$ cat config.mk
export PLATFORM = sky130hd
export DESIGN_NAME = fifo_wr_arbiter
export DESIGN_NICKNAME = d
export VERILOG_FILES = /design/src/rtl/fifo_wr_arbiter.sv
export SDC_FILE = /design/constraint.sdc
export NUM_CORES = 1
export LEC_CHECK = 0
export ABC_AREA = 1
export BUFFER_PORTS_ARGS = -buffer_cell sky130_fd_sc_hd__buf_2
export CAP_MARGIN = 20
export CORE_ASPECT_RATIO = 0.9
export CORE_MARGIN = 4
export CORE_UTILIZATION = 47
export DETAILED_ROUTE_END_ITERATION = 10
export GPL_TIMING_DRIVEN = 1
export HOLD_SLACK_MARGIN = 0.1
export PLACE_DENSITY = 0.83
export SYNTH_ARGS = -nofsm -noshare
export SYNTH_HDL_FRONTEND = slang
export SYNTH_SLANG_ARGS = --single-unit
$ cat constraint.sdc
create_clock -name clk -period 3.5 [get_ports clk]
set_input_delay 0.7 -clock clk [delete_from_list [all_inputs] [get_ports clk]]
set_output_delay 0.7 -clock clk [all_outputs]
set_load 0.01 [all_outputs]
$ cat src/rtl/fifo_wr_arbiter.sv
// Round-robin burst arbiter that shares one FIFO write port among NUM_REQ producers.
// Each grant forwards up to MAX_BURST beats and never writes while the FIFO reports full.
module fifo_wr_arbiter #(
    parameter int unsigned WIDTH     = 8,
    parameter int unsigned NUM_REQ   = 4,
    parameter int unsigned MAX_BURST = 4
) (
    input  logic                         clk,
    input  logic                         reset_n,
    input  logic [NUM_REQ-1:0]           req,
    input  logic [NUM_REQ*WIDTH-1:0]     req_data,
    input  logic                         fifo_full,
    output logic [NUM_REQ-1:0]           ack,
    output logic                         fifo_write,
    output logic [WIDTH-1:0]             fifo_data,
    output logic [$clog2(NUM_REQ)-1:0]   grant_id,
    output logic                         busy
);

    localparam int unsigned IdW  = $clog2(NUM_REQ);
    localparam int unsigned CntW = $clog2(MAX_BURST + 1);

    typedef enum logic {StIdle, StGrant} state_e;

    state_e            state_q, state_d;
    logic [IdW-1:0]    owner_q, owner_d;
    logic [IdW-1:0]    last_owner_q, last_owner_d;
    logic [CntW-1:0]   beat_cnt_q, beat_cnt_d;

    logic [WIDTH-1:0]  req_slice [NUM_REQ];
    logic              pick_valid;
    logic [IdW-1:0]    pick_idx;
    logic [IdW-1:0]    cand_idx;
    int unsigned       cand;
    logic              beat;

    always_comb begin
        for (int unsigned i = 0; i < NUM_REQ; i++) begin
            req_slice[i] = req_data[i*WIDTH +: WIDTH];
        end
    end

    // Search starts just past the previous owner so it gets the lowest priority.
    always_comb begin
        pick_valid = 1'b0;
        pick_idx   = '0;
        cand       = 0;
        cand_idx   = '0;
        for (int unsigned k = 1; k <= NUM_REQ; k++) begin
            cand     = (32'(last_owner_q) + k) % NUM_REQ;
            cand_idx = IdW'(cand);
            if (!pick_valid && req[cand_idx]) begin
                pick_valid = 1'b1;
                pick_idx   = cand_idx;
            end
        end
    end

    assign beat = (state_q == StGrant) && req[owner_q] && !fifo_full;

    always_ff @(posedge clk or negedge reset_n) begin
        if (!reset_n) begin
            state_q      <= StIdle;
            owner_q      <= '0;
            last_owner_q <= IdW'(NUM_REQ - 1);
            beat_cnt_q   <= '0;
        end else begin
            state_q      <= state_d;
            owner_q      <= owner_d;
            last_owner_q <= last_owner_d;
            beat_cnt_q   <= beat_cnt_d;
        end
    end

    always_comb begin
        state_d      = state_q;
        owner_d      = owner_q;
        last_owner_d = last_owner_q;
        beat_cnt_d   = beat_cnt_q;
        case (state_q)
            StIdle: begin
                if (pick_valid) begin
                    state_d      = StGrant;
                    owner_d      = pick_idx;
                    last_owner_d = pick_idx;
                    beat_cnt_d   = '0;
                end
            end
            StGrant: begin
                if (!req[owner_q]) begin
                    state_d = StIdle;
                end else if (!fifo_full) begin
                    if (beat_cnt_q == CntW'(MAX_BURST - 1)) begin
                        state_d = StIdle;
                    end else begin
                        beat_cnt_d = beat_cnt_q + CntW'(1);
                    end
                end
            end
            default: state_d = StIdle;
        endcase
    end

    // grant_id reflects the owner register, so it holds the last owner while idle.
    always_comb begin
        ack        = '0;
        fifo_write = 1'b0;
        fifo_data  = '0;
        busy       = 1'b0;
        grant_id   = owner_q;
        if (state_q == StGrant) begin
            busy         = 1'b1;
            fifo_write   = beat;
            ack[owner_q] = beat;
            fifo_data    = req_slice[owner_q];
        end
    end

endmodule

======== Word level (Yosys, flattened, before mapping) ========
Cells that the tools add are included.
word-level totals
  flip-flop bits (word level) ............. 8
  bits in latches ......................... 0
  RAM bits ................................ 0
  memory bits (read-only) ................. 0
  input bits .............................. 39
  output and inout port bits .............. 16
  memories kept ........................... 0
cells by class
  $add $sub $neg .......................... 5
  multiply operators ...................... 0
  div/mod/pow operators ................... 0
  order comparisons ....................... 7
  eq/ne operators ......................... 5
  shift-type cells ........................ 0
  mux-type cells .......................... 37
  bitwise gates (word level) .............. 3
  reduce and logical (&&, ||, !) cells .... 12
operators by type and width
  cell                                                        count
  two-way mux 8 bit                                           3
  binary-select mux 8 bit (select 2 bit)                      1
  two-way mux 1 bit                                           16
  less-than comparator 2 x 3 -> 1 bit, second input constant  5
  two-way mux 3 bit                                           4
  binary-select mux 1 bit (select 2 bit)                      5
  two-way mux 2 bit                                           4
  logical AND 1 bit                                           6
  != test 2 bit, second input constant                        3
  one-hot mux 3 bit (2 select lines)                          1
  adder 2 x 1 -> 2 bit, second input constant                 2
  adder 2 bit, second input constant                          2
  bitwise AND 4 bit                                           1
  logical NOT 1 bit                                           4
  two-way mux 4 bit                                           1
  AND reduction 4 bit                                         1
  adder 3 x 1 -> 3 bit, second input constant                 1
  == test 3 x 2 -> 1 bit, second input constant               1
  >= comparator 3 bit, second input constant                  1
  inverter 2 -> 3 bit                                         1
  demux 1 bit (select 2 bit)                                  1
  >= comparator 2 x 1 -> 1 bit, second input constant         1
  != test 2 x 1 -> 1 bit, second input constant               1
  one-hot mux 1 bit (2 select lines)                          1
  2 further kinds                                             2

======== Logic depth before layout (Yosys ltp) ========
  depth after elaboration ................. 15
  mapped depth ............................ 12
  gate-level depth less buffers ........... 11

======== Worst setup path before layout ========
Ideal clock, no wire load.
  path type ............................... input-to-output
  from .................................... input port req[1]
  to ...................................... output port ack[0]
  arrival time ............................ 1476 ps
  data required time ...................... 2800 ps
  path slack .............................. 1324 ps
  cell stages on the path ................. 6
  cell sequence ........................... inv_1 o21ai_2 o21ai_2 nor2_4 inv_1 nor3_1
between the ends
  word-level cells in the longest chain between the ends .. 6
RTL lines
  item                                     RTL line  text
  from (decl)                              10        input logic [NUM_REQ-1:0] req,
  binary-select mux 1 bit (select 2 bit)   59        assign beat = (state_q == StGrant) && req[owner_q] && !fifo_full;
  two-way mux 1 bit (implied by the code)  59
  logical AND 1 bit (2 in series)          59
  bitwise AND 4 bit (no source line)       -
  two-way mux 4 bit                        111       if (state_q == StGrant) begin
  to (decl)                                13        output logic [NUM_REQ-1:0] ack,
No other way between the ends. The select of a mux whose other input is x is not followed.

======== Final worst setup path ========
  from .................................... register owner_q[0], in the netlist grant_id[0]
  to ...................................... output port ack[0]
between the ends
  word-level cells in the longest chain between the ends .. 6
  elaborated cells on any way between the ends .. 11
  those cells by class .................... 2 x order compare; 5 x mux; 1 x bitwise; 3 x reduce/logical
RTL lines
  item                                                                                 RTL line  text
  from (decl)                                                                          26        logic [IdW-1:0] owner_q, owner_d;
  from (signal assigned)                                                               69        owner_q <= owner_d;
  less-than comparator 2 x 3 -> 1 bit (implied by the code) (tied with other cells)    114       ack[owner_q] = beat;
  logical AND 1 bit (implied by the code) / two-way mux 1 bit (equally long branches)  114, 59
  two-way mux 1 bit (implied by the code) / logical AND 1 bit (equally long branches)  114, 59
  demux 1 bit (select 2 bit) / logical AND 1 bit (equally long branches)               114, 59
  bitwise AND 4 bit (no source line) (*)                                               -
  two-way mux 4 bit (*)                                                                111
Mark *: on every way between the ends. The rest lies on a longest branch, timed or not. The select of a mux whose other input is x is not followed.

==> impl_results.md <==
- CP max FO: 16
- Multiplexer area fraction after synthesis: 0
- HP Class: in -> async
- Iteration count of the initial detailed-routing pass: 4
- Ys Warns: 0
- # diodes: 0
- Detailed Place HPWL: 2303 um
- Die Wd: 55.48 um
- Die area: 2814 um2
- Core area: 1914 um2
- Seq cells post-synth: 8
- Total number of vias: 1,231
- Setup violators final: 0
- Largest family of logic cells by synthesized area: simple AND/OR/NAND/NOR gates
- Antenna viol nets, final: 0
- Worst ir drop on vdd: 484.3 uV
- Root buffer cell: clkbuf_4
- Synth Area in XOR/XNOR: 0
- Die Ht: 50.73 um
- Final wirelength: 2896 um
- Post-CTS Setup Bufs: 0
- Gate count of the mapped netlist: 147
- Register area share after synthesis: 0.2126
- Hold-fix buffers, CTS: 0
- CTS Sinks: 8
- Startpoint types: register
- Post-synthesis compound-gate area fraction: 0.1719
- Finished Cell Area: 1242 um2
- Fmax: 0.3407 GHz
- Initial Util: 0.4980
- Iteration-0 DRC Markers: 65
- I/O Buffers: 54
- Crit path from: grant_id[0]
- Vias per cell: 5.471
- Post-Layout Cell Count: 225
- Status: finished, final reports clean
- Area share of the largest cell type after synthesis: 0.1732
- Wire per inst: 12.87 um
- Mapped cell area: 953.4 um2
- Clk buf depth: 2
- Max Cap Viol: 0
- Overall routing resource usage: 0.1942
- Most common cell after layout, fill and taps aside: buf_2
- # resized after CTS: 0
- Largest net degree at the start of global routing: 24
- Reg-to-reg startpoint: grant_id[0]
- Post-Syn Area per Cell: 6.486 um2
- First-pass GRT wire length: 4498 um
- Worst-Margin Slew: 0.7358 ns
- Setup Skew: 0.01538 ns
- Count of cell types in the netlist: 27
- Static Leak: 0.6791 nW
- Final critical-path required period: 2.935 ns
- Placed cell area: 1216 um2
- Post-synthesis adder-cell area fraction: 0.02625
- Final setup TNS: 0 ns
- Total CTS buffers: 3
- H-Tree Depth: 1
- Routability cong.: 0.8358
- Vias in the first global route: 1,087
- CP required: 2.80 ns
- CP arrival: 2.23 ns
- Max Transition Viols Final: 0
- Most frequent cells in the layout: buf_2, nand2_1, nand3_1
- Simple-gate area share of the yosys netlist: 0.4803
- Clk_lat worst skew: 0.26 ns
- Worst reg2reg path depth: 8
- Area leader, netlist: nand2_1
- Top cells by area, synth: nand2_1, dfrtp_1, nand3_1
- CTS tree: yes
- Initial antenna violation count: 0
- Kind of critical path: reg -> out
- Top Ports: 55
- Area growth syn-to-layout: 30.31%
- Fin. Hold Viols: 0
- RR Endpoint: beat_cnt_q[0]
- Mapped Nets: 188
- Critical Path Sink Type: output pin
- Total gr overflow: 0
- RSZ-0062 raised after global routing: no
- Period Utilization, post-route: 0.8386
- Clock transition at the registers of the reported paths: 0.07 ns
- Drt drc: 0
- Layout Nets: 242
- Placed Cells: 221
- Layout cells sized above 1: 0.3900
- FP Rows: 15
- Flop-to-flop setup slack: 1.55 ns
- Max-slew headroom at the worst pin: 0.5095
- PwrDens: 879.1 nW/um2
[cell usage after synthesis (all sizes together)]
| cell | instances |
|---|---|
| a21boi | 1 |
| a21oi | 1 |
| a22oi | 8 |
| a31oi | 8 |
| buf | 4 |
| clkbuf | 1 |
| clkinv | 2 |
| dfrtp | 6 |
| dfstp | 2 |
| ha | 2 |
| inv | 14 |
| nand2 | 51 |
| nand3 | 27 |
| nand4 | 2 |
| nor2 | 7 |
| nor3 | 3 |
| o21ai | 6 |
| or2 | 2 |
[area by class of cell]
type,count,area [um2]
clock buffers,4,26.28
fillers,186,671.9
inverters,16,65.06
multi-input cells,118,646.9
flip-flops and latches,8,202.7
well taps,25,31.28
repair buffers,54,270.3
[power breakdown]
group | switching (mW) | internal (mW)
registers | 0.104 | 0.141
clock network | 0.0359 | 0.0438
logic | 0.488 | 0.280
[layer usage]
layer | global-route usage | part of all wire
met2 | 0.3268 | 0.51
met5 | 0 | 0
met3 | 0.03342 | 0.063
met1 | 0.2481 | 0.41
met4 | 0.07287 | 0.018
[critical path: stages, from the launching register on]
cell and delay, ns:
dfrtp_1 0.68, clkinv_1 0.41, nand3_2 0.16, o21ai_2 0.08, o21ai_2 0.20, nor2_4 0.07, inv_1 0.14, nor3_1 0.06
buf_2 0.17
[worst max path at each step]
stage	to	slack (ns)
after floorplan	ack[0]	1.32
after global placement	ack[0]	1.01
after detailed placement	ack[0]	0.90
after CTS	ack[0]	0.60
after global routing	ack[0]	0.36
final	ack[0]	0.57
[kinds of logic (layout without fill, tap and decap cells)]
group,Yosys count,count (layout)
fa+ha+maj,2,2
compound gates,24,24
simple gates,92,92
flops,8,8
buf+inv,21,74
[metrics by stage]
step / hold slack (ns) / setup slack, ns / total power, mW / util
2_1_floorplan: 0.4044 / 1.324 / 0.8208 / -
3_3_place_gp: 0.4925 / 1.011 / 0.9730 / 0.6353
3_5_place_dp: 0.4951 / 0.9046 / 1.005 / 0.6353
4_1_cts: 0.2717 / 0.6031 / 1.086 / 0.6490
5_1_grt: 0.2722 / 0.3571 / 1.196 / 0.6490
6_report: 0.2652 / 0.5650 / 1.092 / 0.6490
[registers in the layout, indices dropped and copies added, names as in the netlist]
signal	cells
beat_cnt_q	3
grant_id	2
last_owner_q	2
state_q	1
No activity file was read; power rests on OpenSTA's default activity.
